==> config.mk <==
export PLATFORM = sky130hd
export DESIGN_NAME = ex_mem_pipe_reg
export DESIGN_NICKNAME = d
export VERILOG_FILES = /design/src/rtl/ex_mem_pkg.sv /design/src/rtl/pipe_skid_buf.sv /design/src/rtl/ex_mem_pipe_reg.sv
export SDC_FILE = /design/constraint.sdc
export NUM_CORES = 1
export LEC_CHECK = 0
export CORE_MARGIN = 3
export CORE_UTILIZATION = 51
export DETAILED_ROUTE_END_ITERATION = 8
export PLACE_DENSITY = 0.81
export SYNTH_ARGS = -nofsm -noshare
export SYNTH_HDL_FRONTEND = slang
export SYNTH_SLANG_ARGS = --single-unit
==> constraint.sdc <==
create_clock -name clk -period 11.5 [get_ports clk]
set_input_delay 2.3 -clock clk [delete_from_list [all_inputs] [get_ports clk]]
set_output_delay 2.3 -clock clk [all_outputs]
set_load 0.05 [all_outputs]
==> src/rtl/ex_mem_pkg.sv <==
// ex_mem_pkg: shared payload width and skid-buffer state encoding for the EX->MEM register (EX_PIPE_DIFFTEST_EN widens the payload)
package ex_mem_pkg;

    typedef enum logic [1:0] {
        ST_EMPTY = 2'd0,
        ST_ONE   = 2'd1,
        ST_FULL  = 2'd2
    } skid_state_e;

    function automatic int ex_mem_payload_w(input int xlen, input int reg_aw, input int mask_w);
        int w;
        w = 2 * xlen + reg_aw + mask_w + 4;
`ifdef EX_PIPE_DIFFTEST_EN
        w = w + xlen + 33;
`endif
        return w;
    endfunction

    localparam int EX_MEM_PAYLOAD_W = ex_mem_payload_w(64, 5, 8);

endpackage

==> src/rtl/pipe_skid_buf.sv <==
// pipe_skid_buf: valid/ready stage register, single-entry (SKID=0) or 2-entry skid buffer with registered ready (SKID=1)
module pipe_skid_buf
    import ex_mem_pkg::*;
#(
    parameter int PAYLOAD_W = 8,
    parameter int SKID      = 1
) (
    input  logic                 clk,
    input  logic                 rst,
    input  logic                 flush_i,
    input  logic                 in_valid_i,
    output logic                 in_ready_o,
    input  logic [PAYLOAD_W-1:0] in_data_i,
    output logic                 out_valid_o,
    input  logic                 out_ready_i,
    output logic [PAYLOAD_W-1:0] out_data_o
);

    generate
        if (SKID != 0) begin : g_skid
            skid_state_e          r_state;
            skid_state_e          w_next;
            logic                 r_ready;
            logic [PAYLOAD_W-1:0] r_m;
            logic [PAYLOAD_W-1:0] r_s;
            logic                 w_in;
            logic                 w_out;
            logic                 w_load_m;
            logic                 w_load_s;
            logic                 w_promote;

            assign w_in        = in_valid_i & r_ready;
            assign w_out       = (r_state != ST_EMPTY) & out_ready_i;
            assign in_ready_o  = r_ready;
            assign out_valid_o = r_state != ST_EMPTY;
            assign out_data_o  = r_m;

            // Next state and which register loads; flush overrides everything
            always_comb begin
                w_next    = r_state;
                w_load_m  = 1'b0;
                w_load_s  = 1'b0;
                w_promote = 1'b0;
                if (flush_i) begin
                    w_next = ST_EMPTY;
                end else begin
                    case (r_state)
                        ST_EMPTY: begin
                            w_load_m = w_in;
                            w_next   = w_in ? ST_ONE : ST_EMPTY;
                        end
                        ST_ONE: begin
                            w_load_m = w_in & w_out;
                            w_load_s = w_in & ~w_out;
                            w_next   = (w_in & ~w_out) ? ST_FULL : (~w_in & w_out) ? ST_EMPTY : ST_ONE;
                        end
                        ST_FULL: begin
                            w_promote = w_out;
                            w_next    = w_out ? ST_ONE : ST_FULL;
                        end
                        default: w_next = ST_EMPTY;
                    endcase
                end
            end

            // State register plus ready flop so MEM back-pressure never reaches EX combinationally
            always_ff @(posedge clk or posedge rst) begin
                if (rst) begin
                    r_state <= ST_EMPTY;
                    r_ready <= 1'b1;
                end else begin
                    r_state <= w_next;
                    r_ready <= w_next != ST_FULL;
                end
            end

            // Main and skid payload registers; only load on accept or promotion
            always_ff @(posedge clk or posedge rst) begin
                if (rst) begin
                    r_m <= '0;
                    r_s <= '0;
                end else begin
                    if (w_load_m) r_m <= in_data_i;
                    else if (w_promote) r_m <= r_s;
                    if (w_load_s) r_s <= in_data_i;
                end
            end
        end else begin : g_reg
            logic                 r_v;
            logic [PAYLOAD_W-1:0] r_m;
            logic                 w_in;

            assign in_ready_o  = ~r_v | out_ready_i;
            assign w_in        = in_valid_i & in_ready_o & ~flush_i;
            assign out_valid_o = r_v;
            assign out_data_o  = r_m;

            // Valid flag: set on accept, cleared on consume or flush
            always_ff @(posedge clk or posedge rst) begin
                if (rst) r_v <= 1'b0;
                else if (flush_i) r_v <= 1'b0;
                else if (w_in) r_v <= 1'b1;
                else if (out_ready_i) r_v <= 1'b0;
            end

            // Payload register loads only on accept
            always_ff @(posedge clk or posedge rst) begin
                if (rst) r_m <= '0;
                else if (w_in) r_m <= in_data_i;
            end
        end
    endgenerate

endmodule

==> src/rtl/ex_mem_pipe_reg.sv <==
// ex_mem_pipe_reg: EX->MEM stage register with handshake, flush and bubble-qualified controls; EX_PIPE_DIFFTEST_EN adds inst/pc/difftest_flush
module ex_mem_pipe_reg
    import ex_mem_pkg::*;
#(
    parameter int XLEN   = 64,
    parameter int REG_AW = 5,
    parameter int MASK_W = XLEN / 8,
    parameter int SKID   = 1
) (
    input  logic              clk,
    input  logic              rst,
    input  logic              flush_i,
    input  logic              in_valid_i,
    output logic              in_ready_o,
    output logic              out_valid_o,
    input  logic              out_ready_i,
    input  logic [XLEN-1:0]   wb_data_i,
    output logic [XLEN-1:0]   wb_data_o,
    input  logic [REG_AW-1:0] wb_addr_i,
    output logic [REG_AW-1:0] wb_addr_o,
    input  logic              wb_en_i,
    output logic              wb_en_o,
    input  logic              mem_is_signed_i,
    output logic              mem_is_signed_o,
    input  logic              mem_r_en_i,
    output logic              mem_r_en_o,
    input  logic              mem_w_en_i,
    output logic              mem_w_en_o,
    input  logic [MASK_W-1:0] mem_mask_i,
    output logic [MASK_W-1:0] mem_mask_o,
    input  logic [XLEN-1:0]   mem_wr_data_i,
    output logic [XLEN-1:0]   mem_wr_data_o
`ifdef EX_PIPE_DIFFTEST_EN
    ,
    input  logic [31:0]       inst_i,
    output logic [31:0]       inst_o,
    input  logic [XLEN-1:0]   pc_i,
    output logic [XLEN-1:0]   pc_o,
    input  logic              difftest_flush_i,
    output logic              difftest_flush_o
`endif
);

    localparam int PW = ex_mem_payload_w(XLEN, REG_AW, MASK_W);

    logic [PW-1:0] w_in_data;
    logic [PW-1:0] w_out_data;
    logic          w_wb_en;
    logic          w_r_en;
    logic          w_w_en;

`ifdef EX_PIPE_DIFFTEST_EN
    assign w_in_data = {inst_i, pc_i, difftest_flush_i, wb_data_i, wb_addr_i, wb_en_i, mem_is_signed_i,
                        mem_r_en_i, mem_w_en_i, mem_mask_i, mem_wr_data_i};
    assign {inst_o, pc_o, difftest_flush_o, wb_data_o, wb_addr_o, w_wb_en, mem_is_signed_o,
            w_r_en, w_w_en, mem_mask_o, mem_wr_data_o} = w_out_data;
`else
    assign w_in_data = {wb_data_i, wb_addr_i, wb_en_i, mem_is_signed_i, mem_r_en_i, mem_w_en_i,
                        mem_mask_i, mem_wr_data_i};
    assign {wb_data_o, wb_addr_o, w_wb_en, mem_is_signed_o, w_r_en, w_w_en,
            mem_mask_o, mem_wr_data_o} = w_out_data;
`endif

    // Side-effecting controls are zero whenever no valid entry is presented
    assign wb_en_o    = w_wb_en & out_valid_o;
    assign mem_r_en_o = w_r_en & out_valid_o;
    assign mem_w_en_o = w_w_en & out_valid_o;

    pipe_skid_buf #(
        .PAYLOAD_W(PW),
        .SKID     (SKID)
    ) u_buf (
        .clk        (clk),
        .rst        (rst),
        .flush_i    (flush_i),
        .in_valid_i (in_valid_i),
        .in_ready_o (in_ready_o),
        .in_data_i  (w_in_data),
        .out_valid_o(out_valid_o),
        .out_ready_i(out_ready_i),
        .out_data_o (w_out_data)
    );

endmodule

Word-level counts from Yosys, hierarchy flattened
Index checks and enable logic that the tools add are counted.
Widths: inputs -> output; s select.
- flip-flop bits (word level): 293
- bitwise operators: 10
- reduce and logical (&&, ||, !) cells: 3
- muxes and demuxes: 14
- equal/unequal tests: 3
- operators by type and width (cell ; count):
    $mux 145 ; 2
    $and 1x1->1 ; 8
    $mux 1 ; 7
    $mux 2 ; 3
    $pmux 2 s3 ; 1
    $reduce_bool 2->1 ; 2
    $eq 2x1->1 const B ; 1
    $eq 2x2->1 const B ; 1
    $logic_not 2->1 ; 1
    $ne 2x2->1 const B ; 1
    $not 1->1 ; 2
    $pmux 1 s2 ; 1

Depth between registers and ports, before layout
Gate-level depths: netlist of run 1.
- depth after elaboration: 8
- gate-level depth with buffers: 10

By module
From an unflattened synthesis of run 1, not the netlist that was laid out.
- cell total of the unflattened synthesis: 821
- area, all modules: 12106.6 um2
- by module, submodules not included (module ; seq. area each (um2) ; times used ; cells each ; area an instance (um2)):
    pipe_skid_buf ; 7333.3 ; 1 ; 818 ; 12087.8
    ex_mem_pipe_reg ; 0.0 ; 1 ; 3 ; 18.8

Worst setup path after synthesis of run 1
OpenSTA, ideal clock, no wires.
- path kind: in2reg
- start: input port in_valid_i
- end: register u_buf.g_skid.r_m[115], in the netlist u_buf.out_data_o[115]
- arrival: 3.729 ns
- setup time: 0.123 ns
- slack: 7.649 ns
- cell stages on the path: 8
- required time: 11.377 ns
- buffers on the path: 3
- path through: and2_1 ha_1 and2_1 a221o_1 buf_4 buf_6 buf_6 o221a_2
- word-level cells in the longest chain between the ends: 5
- ends and longest elaborated chain (element ; line ; source):
    start, declared ; ex_mem_pipe_reg.sv:13 ; input logic in_valid_i,
    $and 1x1->1 (*) ; pipe_skid_buf.sv:32 ; assign w_in = in_valid_i & r_ready;
    $and 1x1->1 ; pipe_skid_buf.sv:53 ; w_load_m = w_in & w_out;
    $pmux 1 s2 (*) ; pipe_skid_buf.sv:47 ; case (r_state)
    $mux 1 (*) ; pipe_skid_buf.sv:44 ; if (flush_i) begin
    $mux 145 / $reduce_bool 2->1 (equally long branches) ; n/a ;
    end signal, assigned ; pipe_skid_buf.sv:83 ; if (w_load_m) r_m <= in_data_i;
    end signal, assigned ; pipe_skid_buf.sv:84 ; else if (w_promote) r_m <= r_s;
    end, declared ; pipe_skid_buf.sv:24 ; logic [PAYLOAD_W-1:0] r_m;
Every way passes the cells marked *; elsewhere a longest branch is shown, timed or not.
A chain may end at the register's enable or synchronous reset.

Worst setup path after layout of run 1
- start: input port in_valid_i
- end: register u_buf.g_skid.r_m[65], in the netlist u_buf.out_data_o[65]
Same word-level chain as after synthesis.

==> summary.txt, run 1 <==
STA
  • Maximum frequency from static timing analysis: roughly 0.21 GHz
  • Slew at the pin closest to its max-slew limit: 1.05 ns
  • Worst setup skew after layout: around 0.008 ns
  • Crit path time final: 4.87 ns
  • Final setup fails: 0
  • Post-route setup TNS: 0 ns
  • Count of endpoints failing hold in the final timing report: 0
  • Crit share post-route: around 42%
  • Final count of pins violating max slew: 0
  • Unrepaired setup endpoints after global routing: no
  • Slew HR: around 30%

Final layout
  • Final net count: between 1000 and 1500
  • Share of post-route cells with drive strength above 1: between 20% and 30%
  • Signed area change from the synthesized netlist to the final layout: 23.9%
  • Finished Core Util: 65.5%

Floorplanning
  • Core box area: about 25000 um^2
  • Die W: around 170 um
  • I/O pin total: 297
  • Die boundary height: between 150 and 200 um
  • Starting density of the core: between 50% and 60%
  • Die Outline Area: ~28000 um^2
  • # rows: 57

Synthesis
  • FF+latch count, synth: 293
  • Netlist area before placement: around 13000 um^2
  • Number of distinct library cells after synthesis: 25
  • Sequential-to-total area share from yosys stat: a little under three fifths
  • Mean Syn Cell Area: 13.6 um^2
  • Synthesized netlist cell count: 960
  • Number of warnings issued by yosys: 0
  • Post-synth net total: 1112

Place
  • Half-perimeter wire length after detailed placement: between 15000 and 20000 um
  • Routability cong.: roughly 0.77
  • Port Buf Inserts: 296

Routing
  • DRC violation total after the first TritonRoute iteration: 527
  • Wire length reported by the detailed router: a little under 30000 um
  • Number of remaining DRC errors: 0
  • Average detailed-routed wire length per instance: roughly 20 um
  • Number of iterations in the first detailed-routing pass: 5
  • Vias after detailed routing: 7957
  • Post-detailed-route via-to-cell ratio: between 5 and 6
  • Remaining number of nets flagged by the antenna check after routing: 0

Clock tree
  • Number of buffers inserted to repair setup after CTS: 0
  • Clock-pin transition on the worst setup and hold timing paths: around 0.060 ns
  • Clock insertion delay at the later pin of the skew report: around 0.54 ns
  • Clock tree root buffer cell: sky130_fd_sc_hd__clkbuf_16
  • Resized cells post-CTS: 0
  • Depth of the CTS H-tree: 1
  • TritonCTS Buffers: 31
  • Total clock sinks: a little under 300
  • TritonCTS clock tree: done
  • Total of hold buffers inserted after clock tree synthesis: 0
  • Max Buffers Root-to-Sink: 3

GRT
  • Sum of overflow across all layers after global routing: 0
  • Wire length of the first global-routing pass: about 47000 um
  • Antenna violations before repair: 2
  • GRT Overall Usage: 20.6%
  • Pin count of the biggest net entering global routing: around 160
  • Number of global-route vias before repair: 8501

Status
  • Run status: finished, final reports clean

Flow run
  • Number of max-capacitance violations reported: 0

Pwr
  • Largest voltage drop on the vdd net: approximately 0.00013 V
  • Power density relative to cell area: 244 nW/um^2
  • Leakage dissipation: ~0.0063 uW

Worst setup path
  • Crit Path Category: in -> reg
  • Arrival time at the worst endpoint: around 5.4 ns
  • Type of element launching the critical path: input port
  • Critical-path maximum fanout: 75
  • Endpoint type of the worst setup path: flop
  • Required time at the endpoint of the critical path: roughly 12 ns

Hold path
  • Path class of the lowest-slack min-delay path: reg -> reg
synth_stat cells:
cell type | instances | area share, %
sky130_fd_sc_hd__dfrtp_1 | 292 | 56
sky130_fd_sc_hd__mux2_2 | 145 | 12
sky130_fd_sc_hd__nand2b_1 | 145 | 6.9
sky130_fd_sc_hd__buf_4 | 143 | 8.2
sky130_fd_sc_hd__o221a_2 | 118 | 10
sky130_fd_sc_hd__buf_2 | 30 | 1.1
sky130_fd_sc_hd__o221a_1 | 27 | 2.3
sky130_fd_sc_hd__clkbuf_1 | 25 | 0.72
sky130_fd_sc_hd__and2_1 | 7 | 0.33
sky130_fd_sc_hd__buf_6 | 6 | 0.52
sky130_fd_sc_hd__and3b_1 | 3 | 0.20
sky130_fd_sc_hd__inv_1 | 3 | 0.086
sky130_fd_sc_hd__nor2_1 | 3 | 0.086
sky130_fd_sc_hd__ha_1 | 2 | 0.19
sky130_fd_sc_hd__a21oi_1 | 1 | 0.038
sky130_fd_sc_hd__a221o_1 | 1 | 0.076
sky130_fd_sc_hd__dfstp_2 | 1 | 0.20
sky130_fd_sc_hd__nand2_1 | 1 | 0.029
sky130_fd_sc_hd__nand3b_1 | 1 | 0.057
sky130_fd_sc_hd__nor2_2 | 1 | 0.048
sky130_fd_sc_hd__nor4bb_2 | 1 | 0.12
sky130_fd_sc_hd__o21ai_0 | 1 | 0.038
sky130_fd_sc_hd__o21ai_2 | 1 | 0.067
sky130_fd_sc_hd__o31ai_1 | 1 | 0.057
sky130_fd_sc_hd__or3b_2 | 1 | 0.067
per-layer routing:
| layer | track usage [%] | up-vias | part of all wire (%) |
|---|---|---|---|
| met3 | 5.97 | 50 | 7.5 |
| met2 | 33.0 | 238 | 47 |
| li1 | - | 3605 | - |
| met5 | 0 | - | 0.045 |
| met4 | 5.79 | 2 | 2.6 |
| met1 | 27.6 | 4062 | 43 |
registers in the layout, summed over array words and instances, names as in the netlist:
signal and flops:
u_buf.g_skid.r_state 2, u_buf.in_ready_o 1, u_buf.g_skid.r_s 145, u_buf.out_data_o 145
cell usage in the layout (no fill, tap or decap):
| cell | synthesis | final |
|---|---|---|
| sky130_fd_sc_hd__ha_1 | 2 | 2 |
| sky130_fd_sc_hd__nor4bb_4 | 0 | 1 |
| sky130_fd_sc_hd__inv_1 | 3 | 2 |
| sky130_fd_sc_hd__nand3b_1 | 1 | 1 |
| sky130_fd_sc_hd__nor2_4 | 0 | 1 |
| sky130_fd_sc_hd__inv_8 | 0 | 1 |
| sky130_fd_sc_hd__clkbuf_1 | 25 | 5 |
| sky130_fd_sc_hd__o221a_1 | 27 | 27 |
| sky130_fd_sc_hd__o31ai_1 | 1 | 1 |
| sky130_fd_sc_hd__nand2_1 | 1 | 1 |
| sky130_fd_sc_hd__buf_4 | 143 | 9 |
| sky130_fd_sc_hd__clkinvlp_4 | 0 | 1 |
| sky130_fd_sc_hd__clkbuf_8 | 0 | 10 |
| sky130_fd_sc_hd__o21ai_4 | 0 | 1 |
| sky130_fd_sc_hd__and3b_1 | 3 | 3 |
| sky130_fd_sc_hd__a21oi_1 | 1 | 1 |
| sky130_fd_sc_hd__nand2b_1 | 145 | 145 |
| sky130_fd_sc_hd__dfstp_2 | 1 | 1 |
| sky130_fd_sc_hd__bufinv_16 | 0 | 2 |
| sky130_fd_sc_hd__clkinv_2 | 0 | 4 |
| sky130_fd_sc_hd__o221a_2 | 118 | 118 |
| sky130_fd_sc_hd__and2_1 | 7 | 7 |
| sky130_fd_sc_hd__clkbuf_16 | 0 | 31 |
| sky130_fd_sc_hd__diode_2 | 0 | 1 |
| sky130_fd_sc_hd__nor2_1 | 3 | 3 |
| sky130_fd_sc_hd__clkdlybuf4s50_1 | 0 | 296 |
| sky130_fd_sc_hd__dfrtp_1 | 292 | 292 |
| sky130_fd_sc_hd__inv_6 | 0 | 1 |
| sky130_fd_sc_hd__o21ai_0 | 1 | 1 |
| sky130_fd_sc_hd__a221o_4 | 0 | 1 |
| sky130_fd_sc_hd__or3b_2 | 1 | 1 |
| sky130_fd_sc_hd__mux2_2 | 145 | 145 |
kinds of logic (layout without fill, tap and decap cells):
| logic type | count (synthesis) | after routing | share of synthesized area (%) |
|---|---|---|---|
| AOI/OAI and AO/OA | 150 | 150 | 12.8 |
| adders and majority gates | 2 | 2 | 0.191 |
| buffers and inverters | 207 | 362 | 10.7 |
| DFF | 293 | 293 | 56.0 |
| muxes | 145 | 145 | 12.5 |
| other | 0 | 1 | 0 |
| and+or+nand+nor | 163 | 163 | 7.88 |
worst max-delay path, cell delays in order:
cell                              delay [ns]
sky130_fd_sc_hd__clkdlybuf4s50_1        0.51
sky130_fd_sc_hd__and2_1                 0.17
sky130_fd_sc_hd__ha_1                   0.14
sky130_fd_sc_hd__and2_1                 0.20
sky130_fd_sc_hd__a221o_4                0.76
sky130_fd_sc_hd__buf_4                  0.81
sky130_fd_sc_hd__o221a_2                0.33
where the power goes:
group / internal, uW / total, uW / switching (uW)
Sequential: 1380 / 1560 / 181
Clock: 600 / 992 / 392
Combinational: 640 / 1400 / 765
Total: 2620 / 3960 / 1340
stage by stage:
stage / total power (uW) / hold WS, ns / cells / area, um^2 / setup slack (ns)
5_1_grt: 4130 / 0.507 / 1440 / 16200 / 6.45
4_1_cts: 4000 / 0.499 / 1439 / 16200 / 6.64
3_5_place_dp: 2990 / 0.486 / 1385 / 15200 / 6.06
2_1_floorplan: 2720 / 0.471 / 960 / 13100 / 1.11
3_3_place_gp: 2940 / 0.479 / 1385 / 15200 / 6.15
6_report: 3960 / 0.495 / 1440 / 16200 / 6.63
final cells by class:
| class | count | area (um^2) |
|---|---|---|
| Fill cell | 1778 | 8540 |
| Timing Repair Buffer | 305 | 3030 |
| Sequential cell | 293 | 7330 |
| Antenna cell | 1 | 2.50 |
| Clock buffer | 46 | 932 |
| Tap cell | 324 | 405 |
| Clock inverter | 8 | 96.3 |
| Inverter | 3 | 18.8 |
| Multi-Input combinational cell | 460 | 4390 |
path summary, 6_finish.rpt:
path                                          from                   end  slack, ns  depth (start not counted)
setup / recovery                        in_valid_i  u_buf.out_data_o[65]       6.63                          7
hold / removal                u_buf.g_skid.r_s[69]  u_buf.g_skid.r_s[69]       0.50                          1
setup reg to reg           u_buf.g_skid.r_state[0]  u_buf.out_data_o[65]       8.11                          8
hold reg to reg               u_buf.g_skid.r_s[69]  u_buf.g_skid.r_s[69]       0.50                          1
max in group asynchronous                      rst  u_buf.out_data_o[22]       7.42                          3
min in group asynchronous                      rst  u_buf.out_data_o[36]       2.43                          2
Note: power is estimated with default switching activity, not from simulation.
==> inputs of run 2 (changes only) <==
CORE_UTILIZATION = 46   (was 51)
PLACE_DENSITY = 0.77   (was 0.81)
clock period = 4.1 ns   (was 11.5 ns; I/O delays follow)
==> run 2 against run 1 <==
Against the previous run:
- total power grew to 2.8 times the previous value
- setup slack worse by 5.7 ns
- sequential power grew to 2.8 times the previous value
- sequential cell count stayed put
- cell count is 3.9% higher
- critical path depth is 3 lower
- non-clock buffer count is 3 higher
- clock power grew to 2.9 times the previous value
- combinational power grew to 2.8 times the previous value
- critical path type is now reg -> out
- largest cell class unchanged
- largest power group unchanged
- highest routed layer is now met4
==> summary.txt, run 2 (synthesis gave the netlist of run 1 again) <==
Floorplanning
  • Die boundary height: roughly 170 um
  • Die Outline Area: between 30000 and 40000 um^2
  • Starting density of the core: a little under half
  • # rows: 61
  • Core box area: 27900 um^2
  • Die W: approximately 170 um
  • I/O pin total: between 200 and 300

GRT
  • Pin count of the biggest net entering global routing: around 150
  • Number of global-route vias before repair: approximately 8400
  • Sum of overflow across all layers after global routing: 0
  • Antenna violations before repair: 1
  • Wire length of the first global-routing pass: around 47000 um
  • GRT Overall Usage: 18.6%

Final layout
  • Finished Core Util: a little under 60%
  • Signed area change from the synthesized netlist to the final layout: 25.7%
  • Number of standard cells in the layout, taps in and fillers out: between 1000 and 1500
  • Commonest non-fill, non-tap cells in the layout: 296 x sky130_fd_sc_hd__clkdlybuf4s50_1, 292 x sky130_fd_sc_hd__dfrtp_1, 145 x sky130_fd_sc_hd__nand2b_1, 145 x sky130_fd_sc_hd__mux2_2, 118 x sky130_fd_sc_hd__o221a_2
  • Layout fillers: between 2000 and 2500
  • Most common cell after layout, fill and taps aside: sky130_fd_sc_hd__clkdlybuf4s50_1
  • Final net count: roughly 1200
  • Share of post-route cells with drive strength above 1: between 20 and 30%

Routing
  • Post-detailed-route via-to-cell ratio: between 5 and 6
  • Number of iterations in the first detailed-routing pass: 4
  • Average detailed-routed wire length per instance: about 20 um
  • Remaining number of nets flagged by the antenna check after routing: 0
  • DRC violation total after the first TritonRoute iteration: around 490
  • Wire length reported by the detailed router: slightly below 30000 um
  • Number of remaining DRC errors: 0
  • Vias after detailed routing: slightly above 8000

Worst setup path
  • Crit Path Category: reg -> out
  • Required time at the endpoint of the critical path: about 3.3 ns
  • Type of element launching the critical path: flop
  • Worst path top cell family by delay: buffers and inverters
  • Arrival time at the worst endpoint: ~2.3 ns
  • Slowest stage cell on the critical path: sky130_fd_sc_hd__clkdlybuf4s50_1
  • Delay of the slowest critical-path stage: 0.82 ns
  • Crit path cell chain: nor2_1 > inv_1 > and2_1 > clkdlybuf4s50_1
  • Critical-path maximum fanout: 8
  • Endpoint type of the worst setup path: output port
  • Crit path buf inv count: 2

Clock tree
  • Max Buffers Root-to-Sink: 3
  • Clock insertion delay at the later pin of the skew report: around 0.54 ns
  • Depth of the CTS H-tree: 1
  • Total clock sinks: a little under 300
  • Clock tree root buffer cell: sky130_fd_sc_hd__clkbuf_16
  • TritonCTS Buffers: 30
  • Number of buffers inserted to repair setup after CTS: 0
  • TritonCTS clock tree: done
  • Total of hold buffers inserted after clock tree synthesis: 0
  • Resized cells post-CTS: 0
  • Clock-pin transition on the worst setup and hold timing paths: 0.06 ns

Pwr
  • Largest voltage drop on the vdd net: 0.000360 V
  • Proportion of total power due to net switching: ~33%
  • Leakage dissipation: between 0.006 and 0.007 uW
  • Sw power: between 3000 and 4000 uW
  • Total power after layout: 11200 uW
  • Power share of the sequential group: between 30 and 40%
  • Power density relative to cell area: around 700 nW/um^2
  • Internal power component: 7490 uW
  • Combinational share of power: 35.2%
  • Part of the total power dissipated in the clock network: about a quarter

Status
  • Run status: finished, final reports clean

STA
  • Final setup fails: 0
  • Post-route setup TNS: 0 ns
  • Slew at the pin closest to its max-slew limit: just over 0.8 ns
  • Final count of pins violating max slew: 0
  • Worst setup skew after layout: roughly 0.010 ns
  • Slew HR: approximately 45%
  • Crit share post-route: 76.4%
  • Crit path time final: ~3.1 ns
  • Count of endpoints failing hold in the final timing report: 0
  • Unrepaired setup endpoints after global routing: no
  • Maximum frequency from static timing analysis: roughly 0.32 GHz

Place
  • Port Buf Inserts: between 200 and 300
  • Routability cong.: ~0.77
  • Half-perimeter wire length after detailed placement: between 15000 and 20000 um
  • Number of cells in the design after placement: 1442

Hold path
  • Path class of the lowest-slack min-delay path: reg -> reg

Flow run
  • Number of max-capacitance violations reported: 0
run 2: cell types whose count changed in the layout (fill, tap and decap cells not counted), sizes merged:
cell	before	now
bufinv	2	5
inv	4	2
clkbuf	46	41
buf	9	12
clkinv	4	7
run 2: final timing paths:
| check | start | to | slack (ns) | depth (start not counted) |
|---|---|---|---|---|
| worst min register to register | u_buf.g_skid.r_s[141] | u_buf.g_skid.r_s[141] | 0.50 | 1 |
| worst max register to register | u_buf.g_skid.r_state[0] | u_buf.out_data_o[44] | 1.11 | 8 |
| max in group asynchronous | rst | u_buf.g_skid.r_s[13] | 2.49 | 3 |
| min in group asynchronous | rst | u_buf.out_data_o[79] | 0.68 | 2 |
| worst max-delay path | u_buf.g_skid.r_state[0] | mem_r_en_o | 0.97 | 4 |
| worst min-delay path | u_buf.g_skid.r_s[141] | u_buf.g_skid.r_s[141] | 0.50 | 1 |
run 2: stage by stage:
step	setup WS [ns]	hold WS (ns)	area, um^2
6_report	0.969	0.497	16400
5_1_grt	0.844	0.505	16400
4_1_cts	0.933	0.500	16400
3_5_place_dp	0.667	0.486	15400
3_3_place_gp	0.715	0.479	15400
2_1_floorplan	-0.608	0.471	13100
run 2: final cells by class:
class / instances / area (um^2) / share of cell area [%]
Inverter: 3 / 15.0 / 0.0913
Clock buffer: 41 / 883 / 5.37
Multi-Input combinational cell: 460 / 4390 / 26.7
Timing Repair Buffer: 308 / 3170 / 19.2
Clock inverter: 12 / 185 / 1.13
Sequential cell: 293 / 7330 / 44.6
Tap cell: 378 / 473 / 2.88
Antenna cell: 1 / 2.50 / 0.0152
run 2: power by group through the flow:
stage	sequential [uW]	clock, uW	combinational [uW]
2_1_floorplan	4250	0	3370
3_3_place_gp	4360	0	3910
3_5_place_dp	4410	0	3990
4_1_cts	4380	3000	4000
5_1_grt	4490	3110	4130
6_report	4380	2920	3960
run 2: metal layers:
layer / up-vias / wire length (um) / GRT usage [%]
li1: 3617 / - / -
met5: - / 0 / 0
met2: 266 / 13800 / 30.0
met4: 0 / 825 / 5.25
met3: 47 / 2200 / 4.78
met1: 4124 / 12600 / 25.2
==> inputs of run 3 (changes only) <==
clock period = 2.55 ns   (was 4.1 ns; I/O delays follow)
==> run 3 against run 2 <==
Against the previous run:
- register-to-register slack worse by 0.91 ns
- sequential share of layout area is 0.93 points lower
- clock-buffer cell count is 1 higher
- sequential cell count stayed put
- hold slack worse by 0.20 ns
- setup slack worse by 0.88 ns
- final area is 2.1% higher
- global-route usage is 0.81 points higher
- die area stayed put
==> summary.txt, run 3 (synthesis gave the netlist of run 1 again) <==
Status
  • Run status: finished, final reports clean

Worst setup path
  • Worst R2R Setup Slack: roughly 0.20 ns
  • Worst r2r path cells: 8
  • Endpoint type of the worst setup path: output port
  • Worst path top cell family by delay: buffers and inverters
  • Reg-to-reg endpoint: u_buf.out_data_o[22]
  • Slowest stage cell on the critical path: sky130_fd_sc_hd__clkdlybuf4s50_1
  • Crit Path Category: reg -> out
  • Type of element launching the critical path: flop
  • Required time at the endpoint of the critical path: ~2.0 ns
  • Launch point of the critical path: u_buf.in_ready_o
  • Delay of the slowest critical-path stage: between 0.8 and 0.9 ns
  • Crit path buf inv count: 1
  • Critical-path maximum fanout: 5
  • Arrival time at the worst endpoint: around 2.0 ns
  • Crit Reg-Reg Startpoint: u_buf.g_skid.r_state[1]
  • Crit path cell chain: clkdlybuf4s50_1

Clock tree
  • Number of buffers inserted to repair setup after CTS: 0
  • Max Buffers Root-to-Sink: 3
  • Clock tree root buffer cell: sky130_fd_sc_hd__clkbuf_16
  • TritonCTS clock tree: done
  • Total clock sinks: 293
  • TritonCTS Buffers: 30
  • Clock insertion delay at the later pin of the skew report: 0.55 ns
  • Clock-pin transition on the worst setup and hold timing paths: 0.06 ns
  • Depth of the CTS H-tree: 1

GRT
  • Sum of overflow across all layers after global routing: 0
  • Pin count of the biggest net entering global routing: 108
  • Wire length of the first global-routing pass: 48700 um
  • Number of global-route vias before repair: 8813
  • GRT Overall Usage: between 15 and 20%
  • Antenna violations before repair: 0

Routing
  • Number of iterations in the first detailed-routing pass: 4
  • Average detailed-routed wire length per instance: just under 20 um
  • DRC violation total after the first TritonRoute iteration: between 500 and 600
  • Remaining number of nets flagged by the antenna check after routing: 0
  • Wire length reported by the detailed router: roughly 30000 um
  • Post-detailed-route via-to-cell ratio: around 5.3
  • Number of remaining DRC errors: 0
  • Vias after detailed routing: slightly above 8000

STA
  • Least setup slack across all paths after layout: 0.0850 ns
  • Crit share post-route: 96.7%
  • Final setup fails: 0
  • Slew at the pin closest to its max-slew limit: between 0.6 and 0.7 ns
  • Final count of pins violating max slew: 0
  • Slew HR: between 50% and 60%
  • Crit path time final: ~2.5 ns
  • Post-route setup TNS: 0 ns
  • Count of endpoints failing hold in the final timing report: 0
  • Worst setup skew after layout: roughly 0.0045 ns
  • Maximum frequency from static timing analysis: between 0.4 and 0.5 GHz

Pwr
  • Power density relative to cell area: approximately 1100 nW/um^2
  • Largest voltage drop on the vdd net: ~0.00061 V
  • Total power after layout: around 18000 uW
  • Leakage dissipation: 0.00659 uW

Final layout
  • Sequential cell area: approximately 7300 um^2
  • Total non-filler cell area in the finished layout: approximately 17000 um^2
  • Final net count: between 1000 and 1500
  • Commonest non-fill, non-tap cells in the layout: 292 x sky130_fd_sc_hd__clkdlybuf4s50_1, 292 x sky130_fd_sc_hd__dfrtp_1, 145 x sky130_fd_sc_hd__nand2b_1, 145 x sky130_fd_sc_hd__mux2_2, 118 x sky130_fd_sc_hd__o221a_2
  • Finished Core Util: 60.1%
  • Signed area change from the synthesized netlist to the final layout: 28.4%
  • Area of the multi-input gates: around 4400 um^2
  • Number of diodes: 0
  • Share of post-route cells with drive strength above 1: a little under a third
  • Layout fillers: 2212

Place
  • Half-perimeter wire length after detailed placement: between 20000 and 25000 um
  • Placement-stage worst setup slack: -0.0412 ns
  • Port Buf Inserts: 296
  • Routability cong.: between 0.7 and 0.8
  • Placement-stage cell area: about 16000 um^2

Floorplanning
  • Die Outline Area: 30500 um^2
  • Starting density of the core: between 40 and 50%
  • I/O pin total: about 300
  • Die boundary height: 175 um
  • # rows: 61
  • Die W: 175 um
  • Core box area: between 20000 and 30000 um^2

Flow run
  • Number of max-capacitance violations reported: 0

Hold path
  • Path class of the lowest-slack min-delay path: in -> async
## run 3: changes by cell type in the layout (fill, tap and decap cells not counted), moves of 3 or more
cell,change
sky130_fd_sc_hd__buf_4,+22
sky130_fd_sc_hd__buf_12,+15
sky130_fd_sc_hd__clkbuf_1,+4
sky130_fd_sc_hd__clkdlybuf4s50_1,-4
sky130_fd_sc_hd__bufinv_16,-3
sky130_fd_sc_hd__clkbuf_8,-3
## run 3: how the worst max path moves through the flow
stage                                  to  cells after the start
floorplan             u_buf.g_skid.r_s[0]                      1
global placement    u_buf.out_data_o[143]                      7
detailed placement   u_buf.out_data_o[44]                      7
CTS                            mem_w_en_o                      5
global route                      wb_en_o                      5
finish                         in_ready_o                      1
## run 3: through the flow
step           instances  hold WS (ns)
6_report            1531         0.294
5_1_grt             1531         0.336
4_1_cts             1531         0.281
3_5_place_dp        1478         0.486
3_3_place_gp        1478         0.479
2_1_floorplan        960         0.471
## run 3: layer usage
metal / wire (um) / vias to the layer above / GRT usage [%] / part of all wire [%]
li1: - / 3679 / - / -
met1: 12700 / 4153 / 26.3 / 43
met2: 14400 / 242 / 31.5 / 48
met3: 2080 / 50 / 4.82 / 6.9
met4: 747 / 0 / 5.29 / 2.5
met5: 0 / - / 0 / 0
## run 3: where the power goes
| part | internal (uW) | switching [uW] | total [uW] |
|---|---|---|---|
| combinational | 2980 | 3480 | 6460 |
| sequential | 6220 | 805 | 7030 |
| clock | 2530 | 1810 | 4340 |
| total | 11700 | 6090 | 17800 |
## run 3: layout make-up
class,instances,share of cell area (%)
clock buffer,42,5.10
clock inverter,11,0.678
inverter,3,0.0894
multi-input combinational,460,26.2
sequential,293,43.7
tap,378,2.82
timing repair buffer,344,21.5
## run 3: timing repair
item	CTS	global route
endpoints found under the hold margin	0	0
pin swaps	0	0
resized for setup	3	3
endpoints found under the setup margin	3	2
hold buffers	0	0
